[src/rtl/mult_pkg.sv]
// Shared types for the sequential radix-4 Booth multiplier.
// Holds the FSM state encoding, the Booth digit set and the iteration count helper.
package mult_pkg;

   typedef enum logic [1:0] {
      IDLE,
      RUN,
      DONE
   } state_e;

   typedef enum logic [2:0] {
      ZERO,
      POS1,
      POS2,
      NEG1,
      NEG2
   } booth_digit_e;

   function automatic int iter_count(input int nbits);
      return nbits / 2 + 1;
   endfunction

endpackage

[src/rtl/booth_radix4_recode.sv]
// Radix-4 Booth recoder: maps a multiplier bit triplet to a digit in {0,+-1,+-2}.
// Ports: triplet (3b), mpd (W-bit extended multiplicand) -> digit enum, addend (W bits).
module booth_radix4_recode
   import mult_pkg::*;
#(
   parameter int W = 14
) (
   input  logic [2:0]   triplet,
   input  logic [W-1:0] mpd,
   output booth_digit_e digit,
   output logic [W-1:0] addend
);

   logic [W-1:0] mpd_x2;

   assign mpd_x2 = {mpd[W-2:0], 1'b0};

   always_comb begin
      digit  = ZERO;
      addend = '0;
      unique case (triplet)
         3'b001, 3'b010: begin
            digit  = POS1;
            addend = mpd;
         end
         3'b011: begin
            digit  = POS2;
            addend = mpd_x2;
         end
         3'b100: begin
            digit  = NEG2;
            addend = -mpd_x2;
         end
         3'b101, 3'b110: begin
            digit  = NEG1;
            addend = -mpd;
         end
         default: begin
            digit  = ZERO;
            addend = '0;
         end
      endcase
   end

endmodule

[src/rtl/seq_booth_mult.sv]
// Sequential radix-4 Booth multiplier, two multiplier bits retired per cycle.
// Ports: clk, rst_n, start, signed_mode, mpd, mpr in; busy, done (1-cycle), prod out.
module seq_booth_mult
   import mult_pkg::*;
#(
   parameter int MBITS = 12,
   parameter int NBITS = 8
) (
   input  logic                   clk,
   input  logic                   rst_n,
   input  logic                   start,
   input  logic                   signed_mode,
   input  logic [MBITS-1:0]       mpd,
   input  logic [NBITS-1:0]       mpr,
   output logic                   busy,
   output logic                   done,
   output logic [MBITS+NBITS-1:0] prod
);

   localparam int ITER = iter_count(NBITS);
   localparam int LW   = 2 * ITER;
   localparam int UW   = MBITS + 2;
   localparam int AW   = UW + LW;
   localparam int PW   = MBITS + NBITS;
   localparam int CW   = $clog2(ITER + 1);

   state_e          state_q, state_d;
   logic [UW-1:0]   mpd_q, mpd_d;
   logic [AW-1:0]   acc_q, acc_d;
   logic            prev_q, prev_d;
   logic [CW-1:0]   cnt_q, cnt_d;
   logic [PW-1:0]   prod_q, prod_d;

   logic [UW-1:0]   mpd_ext;
   logic [LW-1:0]   mpr_ext;
   logic            mpr_sgn;
   logic [UW-1:0]   upper;
   logic [UW-1:0]   addend;
   logic [UW-1:0]   add_sel;
   logic [UW:0]     sum;
   logic [AW-1:0]   step_acc;
   booth_digit_e    digit;

   assign mpd_ext = signed_mode ? {{2{mpd[MBITS-1]}}, mpd}
                                : {2'b00, mpd};
   assign mpr_sgn = signed_mode & mpr[NBITS-1];
   assign mpr_ext = {{(LW-NBITS){mpr_sgn}}, mpr};

   // Low LW bits of acc hold the unconsumed multiplier bits; product
   // bits shift in from the top as the multiplier shifts out.
   booth_radix4_recode #(
      .W (UW)
   ) u_recode (
      .triplet (
         {acc_q[1], acc_q[0], prev_q}),
      .mpd     (mpd_q),
      .digit   (digit),
      .addend  (addend)
   );

   assign upper   = acc_q[AW-1:LW];
   assign add_sel = (digit == ZERO) ? '0 : addend;
   // One guard bit absorbs the transient |U + 2*mpd| growth before the
   // arithmetic shift brings the upper half back into UW bits.
   assign sum     = {upper[UW-1], upper}
                  + {add_sel[UW-1], add_sel};
   assign step_acc = {sum[UW], sum[UW:2],
                      sum[1:0], acc_q[LW-1:2]};

   always_comb begin
      state_d = state_q;
      mpd_d   = mpd_q;
      acc_d   = acc_q;
      prev_d  = prev_q;
      cnt_d   = cnt_q;
      prod_d  = prod_q;
      unique case (state_q)
         IDLE, DONE: begin
            state_d = IDLE;
            if (start) begin
               state_d = RUN;
               mpd_d   = mpd_ext;
               acc_d   = {{UW{1'b0}}, mpr_ext};
               prev_d  = 1'b0;
               cnt_d   = '0;
            end
         end
         RUN: begin
            acc_d  = step_acc;
            prev_d = acc_q[1];
            cnt_d  = cnt_q + CW'(1);
            if (cnt_q == CW'(ITER - 1)) begin
               prod_d  = step_acc[PW-1:0];
               state_d = DONE;
            end
         end
         default: state_d = IDLE;
      endcase
   end

   always_ff @(posedge clk or negedge rst_n) begin
      if (!rst_n) begin
         state_q <= IDLE;
         mpd_q   <= '0;
         acc_q   <= '0;
         prev_q  <= 1'b0;
         cnt_q   <= '0;
         prod_q  <= '0;
      end else begin
         state_q <= state_d;
         mpd_q   <= mpd_d;
         acc_q   <= acc_d;
         prev_q  <= prev_d;
         cnt_q   <= cnt_d;
         prod_q  <= prod_d;
      end
   end

   assign busy = (state_q == RUN);
   assign done = (state_q == DONE);
   assign prod = prod_q;

endmodule
[config.mk]
export PLATFORM = sky130hd
export DESIGN_NAME = seq_booth_mult
export DESIGN_NICKNAME = d
export VERILOG_FILES = /design/src/rtl/mult_pkg.sv /design/src/rtl/booth_radix4_recode.sv /design/src/rtl/seq_booth_mult.sv
export SDC_FILE = /design/constraint.sdc
export NUM_CORES = 1
export LEC_CHECK = 0
export ABC_AREA = 1
export CORE_MARGIN = 1.5
export CORE_UTILIZATION = 59
export CTS_BUF_LIST = sky130_fd_sc_hd__clkbuf_8
export DETAILED_ROUTE_END_ITERATION = 10
export PLACE_DENSITY_LB_ADDON = 0.12
export SYNTH_ARGS = -nofsm -noshare
export SYNTH_HDL_FRONTEND = slang
export SYNTH_HIERARCHICAL = 1
export SYNTH_SLANG_ARGS = --single-unit
[constraint.sdc]
create_clock -name clk -period 3.5 [get_ports clk]
set_input_delay 0.875 -clock clk [delete_from_list [all_inputs] [get_ports clk]]
set_output_delay 0.875 -clock clk [all_outputs]
set_load 0.1 [all_outputs]
==> results of run 1 <==
## worst max-delay path: cells and delay by family, from the launching register on
kind / cells / cell delay [ns]
buffers and inverters: 6 / 0.72
DFF: 1 / 0.44
adders and majority gates: 2 / 0.62
AOI/OAI and AO/OA: 1 / 0.14
and+or+nand+nor: 11 / 0.97
## synth_stat cells (3+ instances only)
cell,n,share of area (%)
nand2_1,201,18
inv_1,91,8.3
dfrtp_1,62,38
nand3_1,60,7.3
nor2_1,45,4.1
o21ai_0,19,2.3
ha_1,17,5.1
a21oi_1,11,1.3
a22oi_1,11,2.0
o21ai_2,10,2.1
buf_2,6,0.73
xnor2_1,5,1.1
buf_4,4,0.73
buf_6,4,1.1
nand4_1,4,0.61
nor3_1,4,0.48
o22ai_1,4,0.61
xor2_1,4,0.85
a221oi_1,3,0.64
inv_2,3,0.27
nand3b_1,3,0.54
## how the worst max path moves through the flow
stage                                       from                     to  slack [ns]  cells past startpoint
after CTS                     prev_q$_DFFE_PN0P_   prod[18]$_DFFE_PN0P_        0.50                     20
final                         prev_q$_DFFE_PN0P_   prod[18]$_DFFE_PN0P_        0.49                     20
after floorplan           state_q[0]$_DFFE_PN0P_                   done        0.91                      1
after global placement        prev_q$_DFFE_PN0P_   prod[16]$_DFFE_PN0P_        0.60                     20
after detailed placement      prev_q$_DFFE_PN0P_   prod[18]$_DFFE_PN0P_        0.52                     20
after global routing          prev_q$_DFFE_PN0P_  acc_q[16]$_DFFE_PN0P_        0.21                     20
## flip-flops by register name, summed over array words and instances, names as in the netlist
register  count
prod         20
cnt_q         3
acc_q        23
prev_q        1
state_q       2
mpd_q        13
## cells by family after synthesis
kind of cell,synth area share [%]
compound gates,10.3
flops,37.5
simple gates,33.2
buf+inv,11.4
fa+ha+maj,5.63
xor+xnor,1.91
## layout by cell type (no fill, tap or decap), types with 4 or more instances in the layout
master	count
nand2_1	201
xor2_1	4
nor2_1	45
nor3_1	4
o22ai_1	4
ha_1	17
o21ai_0	19
clkdlybuf4s50_1	22
inv_1	91
xnor2_1	5
a21oi_1	11
nand4_1	4
dfrtp_1	62
buf_4	27
clkbuf_8	11
a22oi_1	11
nand3_1	60
o21ai_2	10
## cell type report
| class | instances | area, um^2 |
|---|---|---|
| clock buffer | 11 | 151 |
| clock inverter | 5 | 57.6 |
| fill | 586 | 2010 |
| inverter | 95 | 359 |
| multi-input combinational | 417 | 2110 |
| sequential | 62 | 1550 |
| tap | 96 | 120 |
| timing repair buffer | 50 | 428 |
## metal layers
metal / up-vias / routed length (um) / track usage [%]
met5: - / 0 / 0
met3: 9 / 523 / 6.10
li1: 1964 / - / -
met4: 0 / 75 / 6.45
met1: 1854 / 4390 / 37.9
met2: 92 / 4890 / 49.8
## through the flow
step                setup slack, ns  instances  hold WS [ns]  util (%)
finish                        0.491        736         0.483      70.3
CTS                           0.504        736         0.487      70.3
detailed placement            0.519        720         0.469      67.3
global placement              0.597        720         0.459      67.3
floorplan                     0.912        590         0.456         -
global route                  0.212        736         0.511      70.3
==> summary.txt, run 1 <==
status: finished, final reports clean
Initial DRC Count: 184
highest clock rate: 332 MHz
core area: 0.00679 mm^2
Final Cell Area: 0.00478 mm^2
dpl cell area: 0.00457 mm^2
#FFs+latches synth: 62
Final Setup Violations: 0
postcts setup bufs: 0
Worst-path clk slew: 0.07 ns
TritonCTS clock tree: done
vias in the first global route: 3,643
ant diodes: 0
WL per Instance: 13.4 um
Initial Utilization: 60.9%
Hold Path Depth: 2
Detail Placement HPWL: 7350 um
Post-CTS Resized: 0
unrepaired setup endpoints after global routing: false
Synth-to-Final Area Change: 15.6%
layout cell share with drive strength beyond 1: 10.6%
routed vias: 3,919
final hold violations: 0
Tmin final: 3.01 ns
worst-path cell chain: inv_1, nand2_1, a21oi_2, buf_4, inv_1, nand2_1, nor3_1, buf_4, nor2_1, ha_1, inv_1, fa_1, inv_1, nand2_1, nand3_1, nand2_1, nand2_1, nand2_1, nand3_1, nand2_1
Tot GR Track Use: 29.1%
largest net degree at the start of global routing: 63
Total Wirelength: 9880 um
die width: 86.7 um
Post-Syn Area: 0.00414 mm^2
Post-synth EDFFs: 0
Slew @ Worst Pin: 0.807 ns
Initial DRT Pass Iterations: 5
reg-to-reg startpoint: prev_q$_DFFE_PN0P_
Rel. slew slack: 46.2%
Critical Path RT: 3.74 ns
Clk Tree Root Cell: clkbuf_8
Reg2Reg Setup Slack: 0.49 ns
Unique masters post-synth: 36
Nets: 677
Layout Skew: 0.00617 ns
crit-path max cell delay: 0.44 ns
vias per cell: 5.32
maximum fanout along the worst path: 14
post-route ant nets: 0
CTS sink count: 62
Hold Crit Class: reg -> reg
hold path start: prod[16]$_DFFE_PN0P_
WS Path Type: reg -> reg
clock buffer depth: 2
Setup TNS: 0 ns
Worst path slowest cell: dfrtp_1
RR Endpoint: prod[18]$_DFFE_PN0P_
cts hold-fix bufs: 0
Post-Syn Area per Cell: 7.01 um^2
fin. max-slew vios: 0
Worst R2R Path Depth: 20
CTS Buf Count: 9
Critical Path Source Type: register
Final period util: 86.0%
most common flop cell mapped by yosys: dfrtp_1
Top cell by count, worst path: nand2_1
post-synthesis net count: 632
Critical Path Sink Type: register
post-synthesis sequential area ratio: 37.5%
Core Rows: 30
CP Data Arrival Time: 3.25 ns
Clock Latency Late Sink: 0.34 ns
gr ovfl total: 0
detailed-route DRC error count: 0
Synth Warn #: 6
Cells after Synth: 590
initial antenna violation count: 0
full die area: 0.00752 mm^2
Synth async-reset ratio: 100%
Die Ht: 86.7 um
RePlAce Congestion: 0.899
maxcap violations: 0
Port Buffers: 45
H-tree Lvls: 3
IO Pins: 46
hold worst-path end: prod[16]$_DFFE_PN0P_
first-pass GRT wire length: 17,100 um
Power of run 1 is left out: the tool's default activity adds up to more than one toggle a clock period on the data nets, which glitch-free logic cannot reach.
==> inputs of run 2 (changes only) <==
--- a/config.mk
+++ b/config.mk
@@ -11,6 +11,7 @@
 export CTS_BUF_LIST = sky130_fd_sc_hd__clkbuf_8
 export DETAILED_ROUTE_END_ITERATION = 10
 export PLACE_DENSITY_LB_ADDON = 0.12
+export SETUP_SLACK_MARGIN = 0.02
 export SYNTH_ARGS = -nofsm -noshare
 export SYNTH_HDL_FRONTEND = slang
 export SYNTH_HIERARCHICAL = 1
==> results of run 2 <==
Same layout as run 1: the final DEF is identical, and so are final timing and power.
Power of run 2 is left out for the same reason.
==> inputs of run 3 (changes only) <==
--- a/config.mk
+++ b/config.mk
@@ -9,6 +9,7 @@
 export CORE_MARGIN = 1.5
 export CORE_UTILIZATION = 59
 export CTS_BUF_LIST = sky130_fd_sc_hd__clkbuf_8
+export CTS_CLUSTER_DIAMETER = 200
 export DETAILED_ROUTE_END_ITERATION = 10
 export PLACE_DENSITY_LB_ADDON = 0.12
 export SETUP_SLACK_MARGIN = 0.02
==> results of run 3 <==
Same layout as run 1: the final DEF is identical, and so are final timing and power.
Power of run 3 is left out for the same reason.
